**src/rtl/tls_monitor.sv**
```systemverilog
// Passive checker for the traffic-light lamp interface: measures every phase,
// reports it, and raises sticky errors for bad lamp patterns, sequences and lengths.
module tls_monitor #(
  parameter int TW = 4,
  parameter int LW = 5,
  parameter int CW = 8
) (
  input  logic          clk,
  input  logic          reset,
  input  logic          Set,
  input  logic          Stop,
  input  logic          Jump,
  input  logic [TW-1:0] Gin,
  input  logic [TW-1:0] Yin,
  input  logic [TW-1:0] Rin,
  input  logic          light_r,
  input  logic          light_g,
  input  logic          light_y,
  input  logic          err_clr,
  output logic          phase_valid,
  output logic [1:0]    phase_id,
  output logic [LW-1:0] phase_len,
  output logic          phase_trunc,
  output logic          err_onehot,
  output logic          err_seq,
  output logic          err_len,
  output logic          err_any,
  output logic          armed,
  output logic [CW-1:0] cycle_cnt
);

  typedef enum logic [1:0] {PH_R = 2'd0, PH_G = 2'd1, PH_Y = 2'd2} phase_e;

  phase_e        r_state, w_state_nxt, w_pat;
  logic [LW-1:0] r_len, w_len_nxt, w_len_inc, w_exp;
  logic [TW-1:0] r_g_t, r_y_t, r_r_t, w_g_nxt, w_y_nxt, w_r_nxt;
  logic          w_onehot, w_legal;
  logic          w_ev_onehot, w_ev_seq, w_ev_len;
  logic          w_valid_nxt, w_trunc_nxt, w_armed_nxt;
  logic [1:0]    w_id_nxt;
  logic [LW-1:0] w_plen_nxt;
  logic [CW-1:0] w_cyc_nxt;
  logic          w_eo_nxt, w_es_nxt, w_el_nxt;

  // A programmed duration of zero means the longest phase, 2^TW cycles.
  function automatic logic [LW-1:0] exp_len(input logic [TW-1:0] x);
    return (x == '0) ? LW'(2 ** TW) : LW'(x);
  endfunction

  always_comb begin
    // NOTE: every signal gets a default before any branch so no latch is inferred.
    w_pat       = PH_Y;
    w_onehot    = 1'b1;
    case ({light_r, light_g, light_y})
      3'b100:  w_pat = PH_R;
      3'b010:  w_pat = PH_G;
      3'b001:  w_pat = PH_Y;
      default: w_onehot = 1'b0;
    endcase

    case (r_state)
      PH_R:    w_exp = exp_len(r_r_t);
      PH_G:    w_exp = exp_len(r_g_t);
      default: w_exp = exp_len(r_y_t);
    endcase

    w_len_inc = (r_len == '1) ? r_len : r_len + LW'(1);
    w_legal   = (r_state == PH_G && w_pat == PH_Y) ||
                (r_state == PH_Y && w_pat == PH_R) ||
                (r_state == PH_R && w_pat == PH_G);

    w_state_nxt = r_state;
    w_len_nxt   = r_len;
    w_g_nxt     = r_g_t;
    w_y_nxt     = r_y_t;
    w_r_nxt     = r_r_t;
    w_armed_nxt = armed;
    w_cyc_nxt   = cycle_cnt;
    w_valid_nxt = 1'b0;
    w_id_nxt    = phase_id;
    w_plen_nxt  = phase_len;
    w_trunc_nxt = phase_trunc;
    w_ev_onehot = 1'b0;
    w_ev_seq    = 1'b0;
    w_ev_len    = 1'b0;

    if (Set || Jump) begin
      w_valid_nxt = 1'b1;
      w_id_nxt    = r_state;
      w_plen_nxt  = Stop ? r_len : w_len_inc;
      w_trunc_nxt = 1'b1;
      w_len_nxt   = '0;
      w_state_nxt = Set ? PH_G : PH_R;
      if (Set) begin
        w_g_nxt     = Gin;
        w_y_nxt     = Yin;
        w_r_nxt     = Rin;
        w_armed_nxt = 1'b1;
      end
    end else if (!w_onehot) begin
      w_ev_onehot = 1'b1;
    end else if (w_pat == r_state) begin
      if (!Stop) w_len_nxt = w_len_inc;
    end else begin
      w_valid_nxt = 1'b1;
      w_id_nxt    = r_state;
      w_plen_nxt  = r_len;
      w_trunc_nxt = 1'b0;
      if (!w_legal)                  w_ev_seq = 1'b1;
      else if (armed && r_len != w_exp) w_ev_len = 1'b1;
      if (w_legal && armed && r_state == PH_R) w_cyc_nxt = cycle_cnt + CW'(1);
      w_state_nxt = w_pat;
      w_len_nxt   = Stop ? LW'(0) : LW'(1);
    end

    // A fresh error on the clearing edge takes precedence over the clear.
    w_eo_nxt = w_ev_onehot | (err_onehot & ~err_clr);
    w_es_nxt = w_ev_seq    | (err_seq    & ~err_clr);
    w_el_nxt = w_ev_len    | (err_len    & ~err_clr);
  end

  // NOTE: sequential state uses non-blocking assignments so all registers update together.
  always_ff @(posedge clk or posedge reset) begin
    if (reset) begin
      r_state     <= PH_G;
      r_len       <= '0;
      r_g_t       <= '0;
      r_y_t       <= '0;
      r_r_t       <= '0;
      phase_valid <= 1'b0;
      phase_id    <= '0;
      phase_len   <= '0;
      phase_trunc <= 1'b0;
      err_onehot  <= 1'b0;
      err_seq     <= 1'b0;
      err_len     <= 1'b0;
      err_any     <= 1'b0;
      armed       <= 1'b0;
      cycle_cnt   <= '0;
    end else begin
      r_state     <= w_state_nxt;
      r_len       <= w_len_nxt;
      r_g_t       <= w_g_nxt;
      r_y_t       <= w_y_nxt;
      r_r_t       <= w_r_nxt;
      phase_valid <= w_valid_nxt;
      phase_id    <= w_id_nxt;
      phase_len   <= w_plen_nxt;
      phase_trunc <= w_trunc_nxt;
      err_onehot  <= w_eo_nxt;
      err_seq     <= w_es_nxt;
      err_len     <= w_el_nxt;
      err_any     <= w_eo_nxt | w_es_nxt | w_el_nxt;
      armed       <= w_armed_nxt;
      cycle_cnt   <= w_cyc_nxt;
    end
  end

endmodule

```
**config.mk**
```make
export PLATFORM = sky130hd
export DESIGN_NAME = tls_monitor
export DESIGN_NICKNAME = d
export VERILOG_FILES = /design/src/rtl/tls_monitor.sv
export SDC_FILE = /design/constraint.sdc
export NUM_CORES = 1
export LEC_CHECK = 0
export ABC_AREA = 1
export ABC_CLOCK_PERIOD_IN_PS = 2000
export CAP_MARGIN = 10
export CORE_ASPECT_RATIO = 1.2
export CORE_UTILIZATION = 51
export DETAILED_ROUTE_END_ITERATION = 8
export PLACE_DENSITY = 0.78
export SLEW_MARGIN = 20
export SYNTH_ARGS = -nofsm -noshare
export SYNTH_HDL_FRONTEND = slang
export SYNTH_SLANG_ARGS = --single-unit
```
**constraint.sdc**
```tcl
create_clock -name clk -period 2 [get_ports clk]
set_input_delay 0.2 -clock clk [delete_from_list [all_inputs] [get_ports clk]]
set_output_delay 0.2 -clock clk [all_outputs]
set_load 0.005 [all_outputs]
```
; After elaboration in Yosys (flattened, before gate mapping)
; Cells that the tools add are included.
[word_totals]
ff_bits = 41
in_bits = 21
output_inout_bits = 22
wordCells = 97
[classes]
add_sub_neg = 2
n_eq_ne = 11
muxes = 39
n_bitwise = 11
n_reduce_logical = 19
[ops]
columns = operator, count
row1 = $mux W5, 11
row2 = $mux W1, 20
row3 = $logic_not A4 Y1, 3
row4 = $mux W2, 6
row5 = $pmux W5 S2, 1
row6 = $add A8 B1 Y8 const B, 1
row7 = $logic_and A1 B1 Y1, 6
row8 = $add A5 B1 Y5 const B, 1
row9 = $eq A5 B5 Y1 const B, 1
row10 = $ne A5 B5 Y1, 1
row11 = $or A1 B1 Y1, 5
row12 = $eq A2 B1 Y1 const B, 2
row13 = $eq A2 B2 Y1 const B, 2
row14 = $logic_not A2 Y1, 2
row15 = $pmux W2 S2, 1
row16 = $reduce_and A2 Y1, 2
row17 = $reduce_and A4 Y1, 1
row18 = $and A1 B1 Y1, 3
row19 = $eq A3 B1 Y1 const B, 1
row20 = $eq A3 B2 Y1 const B, 1
row21 = $eq A3 B3 Y1 const B, 1
row22 = $logic_or A1 B1 Y1, 3
row23 = $not A1 Y1, 3
row24 = $reduce_or A3 Y1, 1
row25 = other kinds (3), 3

; Longest topological paths before layout
[logic_depth]
word_depth = 13
depth_mapped = 10
ltp_nobuf = 10

; Worst setup path after synthesis
; No wires, ideal clock.
[synth_path]
kind = reg-to-reg
from = register r_state[0]
to = register err_any
setup_ns = 0.125
arrival_time_ns = 1.272
required_ns = 1.875
slack_ns = 0.603
stages_incl_launch_ff = 10
n_path_buf = 0
period_less_slack_ns = 1.397
cell_sequence = dfstp_2 inv_1 nor2_2 nand2_1 nand4_1 nand2_1 nor2_1 nand3_1 nand2_1 nand3_1
[synth_between]
elab_chain_cells = 11
[synth_lines]
columns = element, line
row1 = "start, declared", 34  ; phase_e r_state, w_state_nxt, w_pat;
row2 = "start signal, assigned", 141  ; r_state <= w_state_nxt;
row3 = $eq A2 B1 Y1 (tied with other cells), "61, 68"
row4 = $pmux W5 S2 (tied with other cells), 61  ; case (r_state)
row5 = $ne A5 B5 Y1 / $logic_or A1 B1 Y1 (equally long branches), "110, 68"
row6 = $logic_and A1 B1 Y1 / $logic_or A1 B1 Y1 (equally long branches), "110, 69"
row7 = $mux W1 (on tied branches), "110, 109"
row8 = $mux W1 (on tied branches), "109, 102"
row9 = $mux W1 (on tied branches), "102, 100"
row10 = $mux W1 (on tied branches), "100, 87"
row11 = $mux W1 / $or A1 B1 Y1 (equally long branches), "87, 118"
row12 = $or A1 B1 Y1 (on tied branches), "119, 153"
row13 = $or A1 B1 Y1 (*), 153  ; err_any <= w_eo_nxt | w_es_nxt | w_el_nxt;
row14 = "end signal, assigned", 153
row15 = "end, declared", 27  ; output logic err_any,
; Mark *: on every way between the ends. The rest lies on a longest branch, timed or not.
; A chain may end at the register's enable or synchronous reset.

; Final worst setup path
[layout_path]
from = register r_state[1]
to = register phase_len[1]
[layout_between]
elab_chain_cells = 3
[layout_lines]
columns = element, line
row1 = $eq A2 B2 Y1, 102  ; end else if (w_pat == r_state) begin
row2 = $ne A2 B2 Y1 (no source line), -
row3 = $reduce_and A2 Y1 (no source line), -
row4 = "end signal, assigned", 148  ; phase_len <= w_plen_nxt;
row5 = "end, declared", 22  ; output logic [LW-1:0] phase_len,
; Every way passes these cells.

==> results by group <==
Outcome
  • Outcome: finished, final reports clean

Timing
  • Final period utilization: 0.886
  • Setup Viol. Count Final: 0
  • Max Clock Skew: 0.00568 ns
  • Worst Tran Pin Value: 0.502 ns
  • Clock period minus worst slack: 1.77 ns
  • Final WS setup: 0.229 ns
  • Slew margin rel.: 0.665
  • Upper clock frequency limit: 565 MHz
  • Max-slew violation count: 0
  • RSZ-0062 raised after global routing: false
  • Accumulated negative setup slack: 0 ns
  • Final Hold Vio Count: 0

Global routing
  • First-pass GRT wire length: 8420 um
  • Vias in the first global route: 1879
  • Pin count of the biggest net entering global routing: 42
  • Initial antenna violation count: 0
  • GRT Total Usage: 0.259
  • Grt ovf: 0

Yosys
  • Synthesized area: 0.00211 mm^2
  • Ys async rst share: 1.00
  • Post-synthesis cell count: 258
  • Post-Syn Nets: 281
  • FF+latch count, synth: 41
  • Netlist cell types: 35
  • Area contributors post-synth: dfrtp_1 (47%), nand2_1 (13%), nand3_1 (5.7%)
  • Post-synth top area share: 0.474
  • Number of synthesized flops with an enable pin: 0
  • Synth Flop Type: dfrtp_1
  • Warnings from Yosys: 0
  • Syn_area_per_cell: 8.18 um^2
  • Synth area leader: dfrtp_1
  • Seq/Total Area, Yosys: 0.487

Critical path
  • Setup crit end kind: flip-flop
  • Most frequent CP cell: nand2_1
  • Buf+Inv Stages, Crit Path: 2
  • Critical R2R Launch: r_state[1]
  • Reg2reg setup slack: 0.23 ns
  • Worst reg2reg path depth: 7
  • R2r endpoint: phase_len[1]
  • Delay-heaviest family, CP: flip-flops
  • Slowest stage delay, CP: 0.64 ns
  • Crit-path slowest cell: dfrtp_1
  • CP Launch Type: flip-flop
  • CP cell instances: inv_1 > nand3_1 > nand3_4 > o21ai_4 > inv_2 > nand2_1 > nand2_1
  • Setup CP Type: reg -> reg
  • Required @ worst endpoint: 2.20 ns
  • Arrival time worst endpoint: 1.97 ns
  • Crit-path max FO: 12

Clock network
  • TritonCTS Buffers: 5
  • Clock Latency Late Sink: 0.30 ns
  • Root Buffer: clkbuf_8
  • CTS tree: yes
  • Number of setup buffers added after CTS: 0
  • Max clock buf depth: 2
  • Clock sinks: 41
  • Clock-pin slew on the worst setup and hold paths: 0.08 ns
  • Post-CTS Hold Buffers: 0
  • H-tree Lvls: 2
  • # resized after CTS: 0

Floorplanning
  • DIE WIDTH: 60.7 um
  • Initial core utilization: 0.535
  • Core Area: 0.00394 mm^2
  • I/O pins: 43
  • Die area: 0.00440 mm^2
  • Die height: 72.5 um
  • Std cell rows: 25

Pwr
  • Pwr/cell area: 718 mW/mm^2
  • Static leakage: 1.25 nW
  • Total power: 1.94 mW
  • Maximum vdd drop: 491 uV

Drt
  • Initial DRC count: 119
  • DRC Markers: 0
  • Vias per Instance: 5.31
  • Final wirelength: 4740 um
  • Drt wl/cell: 13.2 um
  • First-pass iteration count of the detailed router: 5
  • Via count: 1910
  • Post-DRT Antenna Nets: 0

Placement
  • Post-DP HPWL: 3570 um
  • I/O Buffers: 42
  • Routability Congestion: 0.879
  • Pre-CTS WS: 0.0445 ns

Final layout
  • ANT cells: 0
  • Fin nets: 328
  • # fillers: 350
  • Area growth syn-to-layout: 28.3%
  • Proportion of layout cells with a drive suffix above 1: 0.0817

Run
  • Max Cap Viol: 0

Hold path
  • Hold Path Class: in -> async
## registers in the layout (all words and copies together) (netlist names), 2 cells and up
register	flops
cycle_cnt	8
phase_len	5
r_len	5
r_g_t	4
r_r_t	4
r_y_t	4
phase_id	2
r_state	2
## worst reg2reg max path, stage by stage (launching register included)
cell     delay [ns]
dfrtp_1        0.64
inv_1          0.20
nand3_1        0.17
nand3_4        0.13
o21ai_4        0.30
inv_2          0.11
nand2_1        0.08
nand2_1        0.04
## cell usage after synthesis, types with 2 or more instances
master / n
xnor2_1: 2
a31oi_1: 2
dfrtp_1: 40
ha_1: 2
nand3_1: 24
xor2_1: 6
nand4_1: 11
nor2_2: 2
inv_2: 2
o21ai_1: 3
nor2_1: 21
inv_1: 29
nand2_1: 72
o21ai_0: 17
nand3_4: 2
o22ai_1: 3
buf_2: 2
## report_power, final
part	internal, mW	total, mW	switching (mW)
sequential	0.888	0.934	0.0465
combinational	0.165	0.338	0.173
clock	0.373	0.670	0.297
total	1.43	1.94	0.516
## logic make-up after synthesis
family	Yosys count	synth area share
simple gates	140	0.310
flops	41	0.487
buf+inv	36	0.0688
compound gates	30	0.0836
xor+xnor	8	0.0332
fa+ha+maj	2	0.0119
mux	1	0.00534
## how the worst max path moves through the flow
| stage | from | endpoint | slack, ns | cells past startpoint |
|---|---|---|---|---|
| 4_1_cts | r_state[1] | phase_len[1] | 0.22 | 7 |
| 3_5_place_dp | light_g | phase_len[1] | 0.04 | 10 |
| 5_1_grt | r_state[1] | phase_len[1] | 0.1 | 7 |
| 3_3_place_gp | light_g | phase_len[1] | 0.12 | 10 |
| 6_report | r_state[1] | phase_len[1] | 0.23 | 7 |
| 2_1_floorplan | r_state[0] | err_any | 0.60 | 9 |
## per-stage QoR
step           hold WS (ns)  std cells  utilization  instance area, um^2
2_1_floorplan         0.317        258            -                 2110
3_3_place_gp          0.475        352        0.657                 2590
3_5_place_dp          0.472        352        0.657                 2590
4_1_cts               0.365        360        0.687                 2710
5_1_grt               0.403        360        0.687                 2710
6_report              0.338        360        0.687                 2710
## placed cells by master (no fill, tap or decap)
master,n
inv_2,2
xor2_1,6
clkinv_4,1
nand3_4,2
a31oi_1,2
o21ai_0,17
nor3_1,1
bufinv_16,1
nor2_2,2
nand2_2,1
xnor2_1,2
nand3_1,24
a21oi_1,1
nand2_1,72
clkbuf_8,5
and3_1,1
clkinvlp_4,1
o21ai_1,3
o21ai_4,1
or2_2,1
nor3_4,1
clkdlybuf4s50_1,42
nor2_4,1
o22ai_1,3
nand4_1,11
nand3_2,1
inv_1,29
o221ai_1,1
dfstp_2,1
dfrtp_1,40
ha_1,2
buf_4,3
a22oi_1,1
nor2_1,21
mux2_2,1
o211ai_1,1
nand3b_1,1
## cell type report
class	instances	area [um^2]	share of cell area
Clock buffer	5	68.8	0.0254
Clock inverter	3	46.3	0.0171
Inverter	31	116	0.0430
Multi-Input combinational cell	181	937	0.346
Sequential cell	41	1030	0.380
Tap cell	54	67.6	0.0250
Timing Repair Buffer	45	443	0.164
## metal layers
| metal | vias up | global-route usage | share of wire |
|---|---|---|---|
| met5 | - | 0 | 0 |
| met4 | 0 | 0.0909 | 0.017 |
| met3 | 7 | 0.0499 | 0.036 |
| met2 | 57 | 0.458 | 0.53 |
| met1 | 907 | 0.307 | 0.42 |
| li1 | 939 | - | - |
Note: power is estimated with default switching activity, not from simulation.
